===== src/rtl/mul_issue_ctrl_if.sv =====
// Handshake bundle for mul_issue_ctrl: request in, multiplier start/done, tagged result out.
interface mul_issue_ctrl_if #(
  parameter int DATA_W = 16,
  parameter int TAG_W  = 4
);
  logic              req_valid;
  logic              req_ready;
  logic [DATA_W-1:0] req_a;
  logic [DATA_W-1:0] req_b;
  logic [TAG_W-1:0]  req_dst;

  logic              mul_start;
  logic [DATA_W-1:0] mul_a;
  logic [DATA_W-1:0] mul_b;
  logic [DATA_W-1:0] mul_product_low;
  logic [DATA_W-1:0] mul_product_high;
  logic              mul_done;

  logic              res_valid;
  logic              res_ready;
  logic [DATA_W-1:0] res_low;
  logic [DATA_W-1:0] res_high;
  logic [TAG_W-1:0]  res_dst;
  logic              res_z;
  logic              res_n;
  logic              res_err;

  modport slave (
    input  req_valid, req_a, req_b, req_dst,
    input  mul_product_low, mul_product_high, mul_done,
    input  res_ready,
    output req_ready, mul_start, mul_a, mul_b,
    output res_valid, res_low, res_high, res_dst, res_z, res_n, res_err
  );

  modport master (
    output req_valid, req_a, req_b, req_dst,
    output mul_product_low, mul_product_high, mul_done,
    output res_ready,
    input  req_ready, mul_start, mul_a, mul_b,
    input  res_valid, res_low, res_high, res_dst, res_z, res_n, res_err
  );
endinterface


===== src/rtl/mul_issue_ctrl.sv =====
// Single-op sequencer in front of the 16-bit multiplier: issue, wait for done, hold tagged result.
// Optional WAIT timeout is compiled in with `define MUL_TIMEOUT_EN.
//
// state  | meaning
// IDLE   | req_ready high, operands latched on req_valid
// ISSUE  | one-cycle mul_start, done ignored
// WAIT   | wait for mul_done (or timeout), capture product and flags
// HOLD   | res_valid high until res_ready
module mul_issue_ctrl #(
  parameter int DATA_W         = 16,
  parameter int TAG_W          = 4,
  parameter int TIMEOUT_CYCLES = 40
) (
  input logic             clk,
  input logic             rst,
  mul_issue_ctrl_if.slave bus
);

  typedef enum logic [1:0] {S_IDLE, S_ISSUE, S_WAIT, S_HOLD} state_t;

  state_t            r_state;
  state_t            w_next;
  logic [DATA_W-1:0] r_a;
  logic [DATA_W-1:0] r_b;
  logic [TAG_W-1:0]  r_dst;
  logic [DATA_W-1:0] r_low;
  logic [DATA_W-1:0] r_high;
  logic              r_z;
  logic              r_n;
  logic              w_accept;
  logic              w_capture;
  logic              w_timeout;

  assign w_accept  = (r_state == S_IDLE) && bus.req_valid;
  assign w_capture = (r_state == S_WAIT) && bus.mul_done;

`ifdef MUL_TIMEOUT_EN
  localparam int CNT_W = $clog2(TIMEOUT_CYCLES + 1);

  logic [CNT_W-1:0] r_cnt;
  logic             r_err;

  // done in the limit cycle excludes the timeout, so done wins the tie
  assign w_timeout = (r_state == S_WAIT) && !bus.mul_done &&
                     (r_cnt == CNT_W'(TIMEOUT_CYCLES - 1));

  always_ff @(posedge clk or posedge rst) begin
    if (rst)
      r_cnt <= '0;
    else if (r_state == S_ISSUE)
      r_cnt <= '0;
    else if (r_state == S_WAIT)
      r_cnt <= r_cnt + 1'b1;
  end

  always_ff @(posedge clk or posedge rst) begin
    if (rst)
      r_err <= 1'b0;
    else if (w_accept)
      r_err <= 1'b0;
    else if (w_timeout)
      r_err <= 1'b1;
  end

  assign bus.res_err = r_err;
`else
  assign w_timeout   = 1'b0;
  assign bus.res_err = 1'b0;
`endif

  always_ff @(posedge clk or posedge rst) begin
    if (rst)
      r_state <= S_IDLE;
    else
      r_state <= w_next;
  end

  always_comb begin
    w_next = r_state;
    case (r_state)
      S_IDLE:  if (bus.req_valid) w_next = S_ISSUE;
      S_ISSUE: w_next = S_WAIT;
      S_WAIT:  if (w_capture || w_timeout) w_next = S_HOLD;
      S_HOLD:  if (bus.res_ready) w_next = S_IDLE;
      default: w_next = S_IDLE;
    endcase
  end

  always_comb begin
    bus.req_ready = 1'b0;
    bus.mul_start = 1'b0;
    bus.res_valid = 1'b0;
    case (r_state)
      S_IDLE:  bus.req_ready = 1'b1;
      S_ISSUE: bus.mul_start = 1'b1;
      S_HOLD:  bus.res_valid = 1'b1;
      default: ;
    endcase
  end

  // Flags come from the captured product, never from the multiplier's own status
  always_ff @(posedge clk or posedge rst) begin
    if (rst) begin
      r_a    <= '0;
      r_b    <= '0;
      r_dst  <= '0;
      r_low  <= '0;
      r_high <= '0;
      r_z    <= 1'b0;
      r_n    <= 1'b0;
    end else if (w_accept) begin
      r_a   <= bus.req_a;
      r_b   <= bus.req_b;
      r_dst <= bus.req_dst;
    end else if (w_capture) begin
      r_low  <= bus.mul_product_low;
      r_high <= bus.mul_product_high;
      r_z    <= ({bus.mul_product_high, bus.mul_product_low} == '0);
      r_n    <= bus.mul_product_high[DATA_W-1];
    end else if (w_timeout) begin
      r_low  <= '0;
      r_high <= '0;
      r_z    <= 1'b0;
      r_n    <= 1'b0;
    end
  end

  assign bus.mul_a    = r_a;
  assign bus.mul_b    = r_b;
  assign bus.res_low  = r_low;
  assign bus.res_high = r_high;
  assign bus.res_dst  = r_dst;
  assign bus.res_z    = r_z;
  assign bus.res_n    = r_n;

endmodule


===== src/flat_wrapper.sv =====
// flat-port wrapper written by rule: the top's interface ports become plain ports
module mul_issue_ctrl_flat 
#(
  parameter int DATA_W         = 16,
  parameter int TAG_W          = 4,
  parameter int TIMEOUT_CYCLES = 40
)
  (clk, rst, bus_req_valid, bus_req_a, bus_req_b, bus_req_dst, bus_mul_product_low, bus_mul_product_high, bus_mul_done, bus_res_ready, bus_req_ready, bus_mul_start, bus_mul_a, bus_mul_b, bus_res_valid, bus_res_low, bus_res_high, bus_res_dst, bus_res_z, bus_res_n, bus_res_err);
  mul_issue_ctrl_if #(.DATA_W(DATA_W), .TAG_W(TAG_W)) bus_i ();
  input logic clk;
  input logic rst;
  input wire logic [$bits(bus_i.req_valid)-1:0] bus_req_valid;
  input wire logic [$bits(bus_i.req_a)-1:0] bus_req_a;
  input wire logic [$bits(bus_i.req_b)-1:0] bus_req_b;
  input wire logic [$bits(bus_i.req_dst)-1:0] bus_req_dst;
  input wire logic [$bits(bus_i.mul_product_low)-1:0] bus_mul_product_low;
  input wire logic [$bits(bus_i.mul_product_high)-1:0] bus_mul_product_high;
  input wire logic [$bits(bus_i.mul_done)-1:0] bus_mul_done;
  input wire logic [$bits(bus_i.res_ready)-1:0] bus_res_ready;
  output wire logic [$bits(bus_i.req_ready)-1:0] bus_req_ready;
  output wire logic [$bits(bus_i.mul_start)-1:0] bus_mul_start;
  output wire logic [$bits(bus_i.mul_a)-1:0] bus_mul_a;
  output wire logic [$bits(bus_i.mul_b)-1:0] bus_mul_b;
  output wire logic [$bits(bus_i.res_valid)-1:0] bus_res_valid;
  output wire logic [$bits(bus_i.res_low)-1:0] bus_res_low;
  output wire logic [$bits(bus_i.res_high)-1:0] bus_res_high;
  output wire logic [$bits(bus_i.res_dst)-1:0] bus_res_dst;
  output wire logic [$bits(bus_i.res_z)-1:0] bus_res_z;
  output wire logic [$bits(bus_i.res_n)-1:0] bus_res_n;
  output wire logic [$bits(bus_i.res_err)-1:0] bus_res_err;
  assign bus_i.req_valid = bus_req_valid;
  assign bus_i.req_a = bus_req_a;
  assign bus_i.req_b = bus_req_b;
  assign bus_i.req_dst = bus_req_dst;
  assign bus_i.mul_product_low = bus_mul_product_low;
  assign bus_i.mul_product_high = bus_mul_product_high;
  assign bus_i.mul_done = bus_mul_done;
  assign bus_i.res_ready = bus_res_ready;
  assign bus_req_ready = bus_i.req_ready;
  assign bus_mul_start = bus_i.mul_start;
  assign bus_mul_a = bus_i.mul_a;
  assign bus_mul_b = bus_i.mul_b;
  assign bus_res_valid = bus_i.res_valid;
  assign bus_res_low = bus_i.res_low;
  assign bus_res_high = bus_i.res_high;
  assign bus_res_dst = bus_i.res_dst;
  assign bus_res_z = bus_i.res_z;
  assign bus_res_n = bus_i.res_n;
  assign bus_res_err = bus_i.res_err;
  mul_issue_ctrl #(.DATA_W(DATA_W), .TAG_W(TAG_W), .TIMEOUT_CYCLES(TIMEOUT_CYCLES)) u_core (.clk(clk), .rst(rst), .bus(bus_i));
endmodule

===== config.mk =====
export PLATFORM = sky130hd
export DESIGN_NAME = mul_issue_ctrl_flat
export DESIGN_NICKNAME = d
export VERILOG_FILES = /design/src/rtl/mul_issue_ctrl_if.sv /design/src/rtl/mul_issue_ctrl.sv /design/src/flat_wrapper.sv
export SDC_FILE = /design/constraint.sdc
export NUM_CORES = 1
export LEC_CHECK = 0
export ABC_AREA = 0
export CAP_MARGIN = 10
export CORE_AREA = 2 2 87 89
export CTS_BUF_LIST = sky130_fd_sc_hd__clkbuf_8
export DETAILED_ROUTE_END_ITERATION = 10
export DIE_AREA = 0 0 89 91
export PLACE_DENSITY_LB_ADDON = 0.2
export SETUP_SLACK_MARGIN = 0.05
export SYNTH_ARGS = -nofsm -noshare
export SYNTH_HDL_FRONTEND = slang
export SYNTH_SLANG_ARGS = --single-unit

===== constraint.sdc =====
create_clock -name clk -period 3.4 [get_ports clk]
set_input_delay 0.85 -clock clk [delete_from_list [all_inputs] [get_ports clk]]
set_output_delay 0.85 -clock clk [all_outputs]
set_load 0.005 [all_outputs]

# After elaboration in Yosys (flattened, before gate mapping)
# Cells that the tools add are included.
# totals
word_cells	28
register_bits	72
in_bits	73
output_inout_bits	74
# classes
n_reduce_logical	6
n_bitwise	1
muxes	7
eq_ne	6
# op_table
operator	n
zero test 32 bit	1
case mux 2 bit (4 select lines)	1
two-way mux 2 bit	3
== test 2 bit (second input constant)	2
inequality test 2 bit (second input constant)	2
two-way mux 1 bit	3
AND reduction 3 bit	1
== test 2 x 1 -> 1 bit (second input constant)	1
logical AND 1 bit	2
zero test 2 bit	1
inequality test 2 x 1 -> 1 bit (second input constant)	1
AND reduction 2 bit	1
inverter 1 bit	1

# Logic depth before layout (Yosys ltp)
# Gate-level depths: netlist of the first run.
# depth
ltp_word	4
mapped_depth	7
mapped_depth_nobuf	5

# Worst setup path before layout of the first run
# Ideal clock, no wire load.
# synth_timing
kind	in2reg
startpoint	input port bus_req_valid
endpoint	register u_core.r_high[10] (netlist: u_core.bus.res_high[10])
setup_slack_ns	1.485
setup_time_ns	0.125
t_arrival_ns	1.790
path_stages	4
t_required_ns	3.275
path_buffers	1
cell_sequence	and2_4 nor2_2 buf_2 mux2_2
# synth_via
elab_chain_cells	3
# synth_rtl
element	line	source
start, declared	flat_wrapper.sv:12	input wire logic [$bits(bus_i.req_valid)-1:0] bus_req_valid;
logical AND 1 bit	mul_issue_ctrl.sv:34	assign w_accept = (r_state == S_IDLE) && bus.req_valid;
inverter 1 bit (no source line)	n/a	
AND reduction 2 bit (no source line)	n/a	
end signal, assigned	mul_issue_ctrl.sv:117	r_high <= bus.mul_product_high;
end, declared	mul_issue_ctrl.sv:27	logic [DATA_W-1:0] r_high;
# No other way between the ends.
# A chain may end at the register's enable or synchronous reset.

# Worst setup path in the final report of the first run
# layout_timing
startpoint	register u_core.r_state[0]
endpoint	output port bus_req_ready
# layout_via
elab_chain_cells	2
# layout_rtl
element	line	source
start, declared	mul_issue_ctrl.sv:21	state_t r_state;
start signal, assigned	mul_issue_ctrl.sv:75	r_state <= w_next;
zero test 2 bit	mul_issue_ctrl.sv:93	case (r_state)
two-way mux 1 bit	mul_issue_ctrl.sv:93	
end, declared	flat_wrapper.sv:20	output wire logic [$bits(bus_i.req_ready)-1:0] bus_req_ready;
# No other way between the ends.

==> results of run 1 <==
metrics by stage:
stage	cell area, um2	cells	hold WS (ns)	util
after floorplan	2863	180	0.4985	-
after global routing	4666	434	0.5227	0.6538
final	4666	434	0.5068	0.6538
after CTS	4666	434	0.5099	0.6538
after global placement	4410	418	0.4885	0.6180
after detailed placement	4410	418	0.4940	0.6180
layer usage:
metal  vias to the layer above  GRT usage
met5                         -          0
met4                         0    0.05224
met3                        11    0.06455
met2                        88     0.2811
met1                       995     0.2136
li1                        936          -
registers in the layout, summed over array words and instances (netlist names):
signal               flops
u_core.bus.res_dst       4
u_core.bus.mul_a        16
u_core.bus.mul_b        16
u_core.bus.res_z         1
u_core.bus.res_high     16
u_core.r_state           2
u_core.bus.res_low      16
worst max path at each step:
stage                            from                     end  slack [ns]  cells after the start
finish              u_core.r_state[0]           bus_req_ready        0.96                      3
global placement        bus_req_valid  u_core.bus.res_high[9]        0.81                      4
floorplan                         rst     u_core.bus.mul_a[0]        0.75                      1
detailed placement      bus_req_valid   u_core.bus.res_low[3]        0.78                      4
global route        u_core.r_state[0]           bus_req_ready        0.88                      3
CTS                 u_core.r_state[0]           bus_req_ready        0.94                      3
power by group through the flow:
stage	registers (mW)	logic [mW]	clock network, mW
global placement	1.49	1.81	0
floorplan	1.53	0.719	0
finish	1.50	1.82	0.829
CTS	1.50	1.85	0.850
detailed placement	1.51	1.84	0
global route	1.55	1.96	0.887
cells in the final DEF, fill, tap and decap left out, types with 2 or more instances in the layout:
cell             count
mux2_2              60
nand4_1              2
mux2_4               9
nor4_1               8
dfrtp_1             71
ha_1                 5
buf_4                2
clkdlybuf4s50_1    145
bufinv_16            3
inv_1                5
clkbuf_8            11
synth_stat cells (all sizes together):
master	instances
a222oi	1
and2	1
buf	9
conb	1
dfrtp	71
ha	5
inv	6
mux2	69
mux2i	1
nand2	1
nand4	2
nor2	2
nor4	8
o21ai	1
o31ai	1
or2	1
cells by family after synthesis:
family,Yosys count,share of synthesized area
adders and majority gates,5,0.02185
other,1,0.001310
muxes,70,0.2867
AOI/OAI and AO/OA,3,0.007867
DFF,71,0.6206
buffers and inverters,15,0.02972
and+or+nand+nor,15,0.03191
layout make-up:
class                   instances  area [um2]
clock inverters                 5       103.9
flip-flops and latches         71        1777
clock buffers                  11       151.4
well taps                      99       123.9
repair buffers                148        1486
inverters                       6       22.52
multi-input cells              94        1001
fillers                       594        2471
==> impl_metrics.tcl, run 1 <==
set metrics [dict create \
    status "completed" \
    grt_pass1_vias 2169 \
    cp.required_ns 2.55 \
    first_pass_iters 4 \
    die_w_um 89 \
    clk_latency_ns 0.33 \
    power.internal_mw 3.088 \
    initial_utilization 0.4011 \
    hold_buffers 0 \
    grt_pass1_wl_um 10700 \
    diodes 0 \
    syn_inst 180 \
    finalSetupViolations 0 \
    die_h_um 91 \
    clock_sinks 71 \
    critPathLaunchType "register" \
    port_buffers 145 \
    gp_congestion 0.6992 \
    syn_area_per_cell_um2 15.90 \
    crit_chain "inv_1 -> ha_1 -> clkdlybuf4s50_1" \
    io_pins 147 \
    synth_area_leaders "dfrtp_1 (62%), mux2_2 (24%), mux2_4 (4.7%)" \
    yosys_warnings 0 \
    route.met2.wl_um 3355 \
    antenna_found_initial 0 \
    path_clk_slew_ns 0.07 \
    cts-buffers-inserted 9 \
    via_count 2030 \
    fmax_mhz 409.4 \
    path_buf_inv 2 \
    min-delay-start "u_core.bus.res_dst[1]" \
    die_area_mm2 0.008099 \
    clock_path_buffers 2 \
    overflow 0 \
    critPathSlowestCell "clkdlybuf4s50_1" \
    powerDensity_mw_per_mm2 888.1 \
    switching_power_mw 1.055 \
    maxSlewHeadroom 0.4824 \
    grt_usage 0.1732 \
    crit_family "buffers and inverters" \
    r2r_cells 5 \
    fin_crit_ns 2.442 \
    cts_setup_buffers 0 \
    dpl.hpwl_um 5106 \
    finalCritPeriodShare 0.7184 \
    fin_nets 408 \
    dp_slack_ns 0.7757 \
    setup_slack_ns 0.9576 \
    min_path_cells 1 \
    slowest_delay_ns 0.52 \
    post_drt_via_cell_ratio 4.677 \
    slew_violations 0 \
    coreArea_mm2 0.007137 \
    drtIter0Drc 43 \
    netlist.area_leader.share 0.6206 \
    power.leakage_nw 1.968 \
    r2r_end "u_core.bus.res_low[3]" \
    cts_resized 0 \
    fp-row-count 31 \
    swShare 0.2547 \
    final_hold_viol_count 0 \
    cap_violations 0 \
    tns_ns 0 \
    ys_seq_elements 71 \
    wl_per_cell_um 15.48 \
    min_to "u_core.bus.res_dst[1]" \
    met1_length_um 2647 \
    cts_tree "built" \
    wl_um 6718 \
    worstMarginPinSlew_ns 0.7755 \
    ys_seq_area_frac 0.6206 \
    ir_worst_vdd_mv 0.4325 \
    syn_area_mm2 0.002863 \
    rsz0062_at_grt "false" \
    power_mw 4.144 \
    final_layout_size_suffix_gt1_frac 0.2716 \
    skew_ns 0.009702 \
    end_kind "primary output" \
    reg2reg_slack_ns 1.38 \
    area_growth_syn_to_layout_pct 62.98 \
    synthesis.nets 258 \
    yosysUniqueCellTypes 20 \
    drc 0 \
    cts_max_level 3 \
    met3WireLength_um 611 \
    r2r-start "u_core.r_state[0]" \
    comb_power_share 0.438 \
    worstSetupPathType "reg -> out" \
    crit_fanout 4 \
    dr.max_layer_used "met4" \
    grt_max_degree 40 \
    clkPwrFrac 0.200 \
    postRouteAntennaNets 0 \
    hp-class "reg -> reg" \
    seqPwrFrac 0.362 \
    arrival_ns 1.59 \
    cts-root-buf "clkbuf_8" \
    yosysTopAreaCell "dfrtp_1" \
]
No activity file was read; power rests on OpenSTA's default activity.
==> inputs of run 2 (changes only) <==
Clock period 3.4 ns to 2.5 ns, I/O delays scaled along.
==> run 2 against run 1 <==
  * Clock power is 1% higher
  * Combinational power up 37%
  * Worst hold slack lost 0.0034 ns
  * Utilization fell by 0.88 points
  * Via count down 1.8%
  * Routed wire length decreased by 1.6%
  * Critical path depth stayed put
  * Total power rose by 29%
  * Cell area shrank 1.3%
  * Global-route usage down 0.42 points
  * Critical path type unchanged
  * Critical endpoint unchanged
==> impl_metrics.tcl, run 2 (synthesis gave the netlist of run 1 again) <==
set metrics [dict create \
    reg2reg_slack_ns 0.70 \
    power_mw 5.351 \
    wl_um 6611 \
    powerDensity_mw_per_mm2 1163 \
    first_pass_iters 4 \
    diodes 0 \
    port_buffers 145 \
    crit_fanout 4 \
    power.leakage_nw 1.949 \
    cts-buffers-inserted 9 \
    drc 0 \
    status "completed" \
    area_growth_syn_to_layout_pct 60.80 \
    grt_pass1_wl_um 10320 \
    gp_congestion 0.7093 \
    fillers 590 \
    cap_violations 0 \
    crit_chain "inv_1 -> ha_1 -> clkdlybuf4s50_1" \
    layout_commonest_cell "clkdlybuf4s50_1" \
    critPathLaunchType "register" \
    end_kind "primary output" \
    final_hold_viol_count 0 \
    clk_latency_ns 0.34 \
    io_pins 147 \
    min_path_cells 1 \
    worstSetupPathType "reg -> out" \
    dpl.hpwl_um 5052 \
    fin_nets 410 \
    hp-class "reg -> reg" \
    antenna_found_initial 0 \
    grt_max_degree 72 \
    r2r_cells 6 \
    cts-root-buf "clkbuf_8" \
    overflow 0 \
    coreArea_mm2 0.007137 \
    clock_path_buffers 2 \
    critPathSlowestCell "clkdlybuf4s50_1" \
    clock_sinks 71 \
    path_buf_inv 2 \
    post_drt_via_cell_ratio 4.582 \
    grt_pass1_vias 2079 \
    finalCritPeriodShare 0.8952 \
    wl_per_cell_um 15.20 \
    drtIter0Drc 46 \
    rsz0062_at_grt "false" \
    skew_ns 0.005304 \
    cts_resized 0 \
    final_layout_size_suffix_gt1_frac 0.2708 \
    fin_crit_ns 2.238 \
    r2r_end "u_core.bus.res_high[7]" \
    placedInstanceArea_mm2 0.004425 \
    die_area_mm2 0.008099 \
    mostFrequentLayoutCells "clkdlybuf4s50_1 (145), dfrtp_1 (71), mux2_2 (60)" \
    cts_tree "built" \
    slowest_delay_ns 0.52 \
    initial_utilization 0.4011 \
    postRouteAntennaNets 0 \
    finalSetupViolations 0 \
    crit_family "buffers and inverters" \
    slew_violations 0 \
    fmax_mhz 446.8 \
    die_h_um 91 \
    cts_setup_buffers 0 \
    arrival_ns 1.61 \
    tns_ns 0 \
    via_count 1993 \
    r2r-start "u_core.r_state[1]" \
    cp.required_ns 1.88 \
    fp-row-count 31 \
    min-delay-start "u_core.bus.mul_b[12]" \
    ir_worst_vdd_mv 0.4896 \
    die_w_um 89 \
    postLayoutCellArea_mm2 0.004603 \
    path_clk_slew_ns 0.07 \
    cts_max_level 3 \
    grt_usage 0.1690 \
    min_to "u_core.bus.mul_b[12]" \
    hold_buffers 0 \
]
run 2: changes by cell type in the layout (fill, tap and decap cells not counted):
| cell | delta |
|---|---|
| clkinv_4 | -1 |
| buf_4 | +2 |
| clkinv_2 | +3 |
| inv_1 | +1 |
| clkbuf_8 | -2 |
| bufinv_16 | -2 |
run 2: report_power, final:
group | switching (mW) | total, mW | internal (mW)
logic | 0.728 | 2.49 | 1.76
clock network | 0.394 | 0.839 | 0.444
registers | 0.288 | 2.02 | 1.74
total | 1.41 | 5.35 | 3.94
run 2: layout make-up:
cell class              instances  area (um2)  area share
well taps                      99       123.9     0.02691
multi-input cells              94        1001      0.2175
clock inverters                 6       53.80     0.01169
repair buffers                150        1501      0.3262
clock buffers                   9       123.9     0.02691
flip-flops and latches         71        1777      0.3860
inverters                       6       22.52    0.004893
run 2: through the flow:
stage / setup WS, ns / utilization / instances / hold WS [ns]
after floorplan: 0.07843 / - / 180 / 0.4985
after global placement: 0.3707 / 0.6201 / 420 / 0.4882
after detailed placement: 0.3208 / 0.6201 / 420 / 0.4934
after CTS: 0.2587 / 0.6450 / 435 / 0.5090
after global routing: 0.1774 / 0.6450 / 435 / 0.5197
final: 0.2619 / 0.6450 / 435 / 0.5033
run 2: worst max path at each step:
stage | start | end | slack, ns | cells after the start
floorplan | rst | u_core.bus.mul_a[0] | 0.08 | 1
global placement | bus_req_valid | u_core.bus.res_high[1] | 0.37 | 5
detailed placement | bus_req_valid | u_core.bus.res_high[7] | 0.32 | 5
CTS | u_core.r_state[1] | bus_req_ready | 0.26 | 3
global route | u_core.r_state[0] | bus_req_ready | 0.18 | 3
finish | u_core.r_state[1] | bus_req_ready | 0.26 | 3
run 2: per-layer routing:
metal / track usage / up-vias / share of wire
met5: 0 / - / 0
met4: 0.05224 / 0 / 0.012
met1: 0.2050 / 957 / 0.40
met2: 0.2705 / 86 / 0.49
li1: - / 943 / -
met3: 0.07273 / 7 / 0.10
==> inputs of run 3 (changes only) <==
Settings changed: SKIP_CTS_REPAIR_TIMING set to 1.
==> results of run 3 <==
No change in the layout: final DEF, timing and power equal those of run 2.
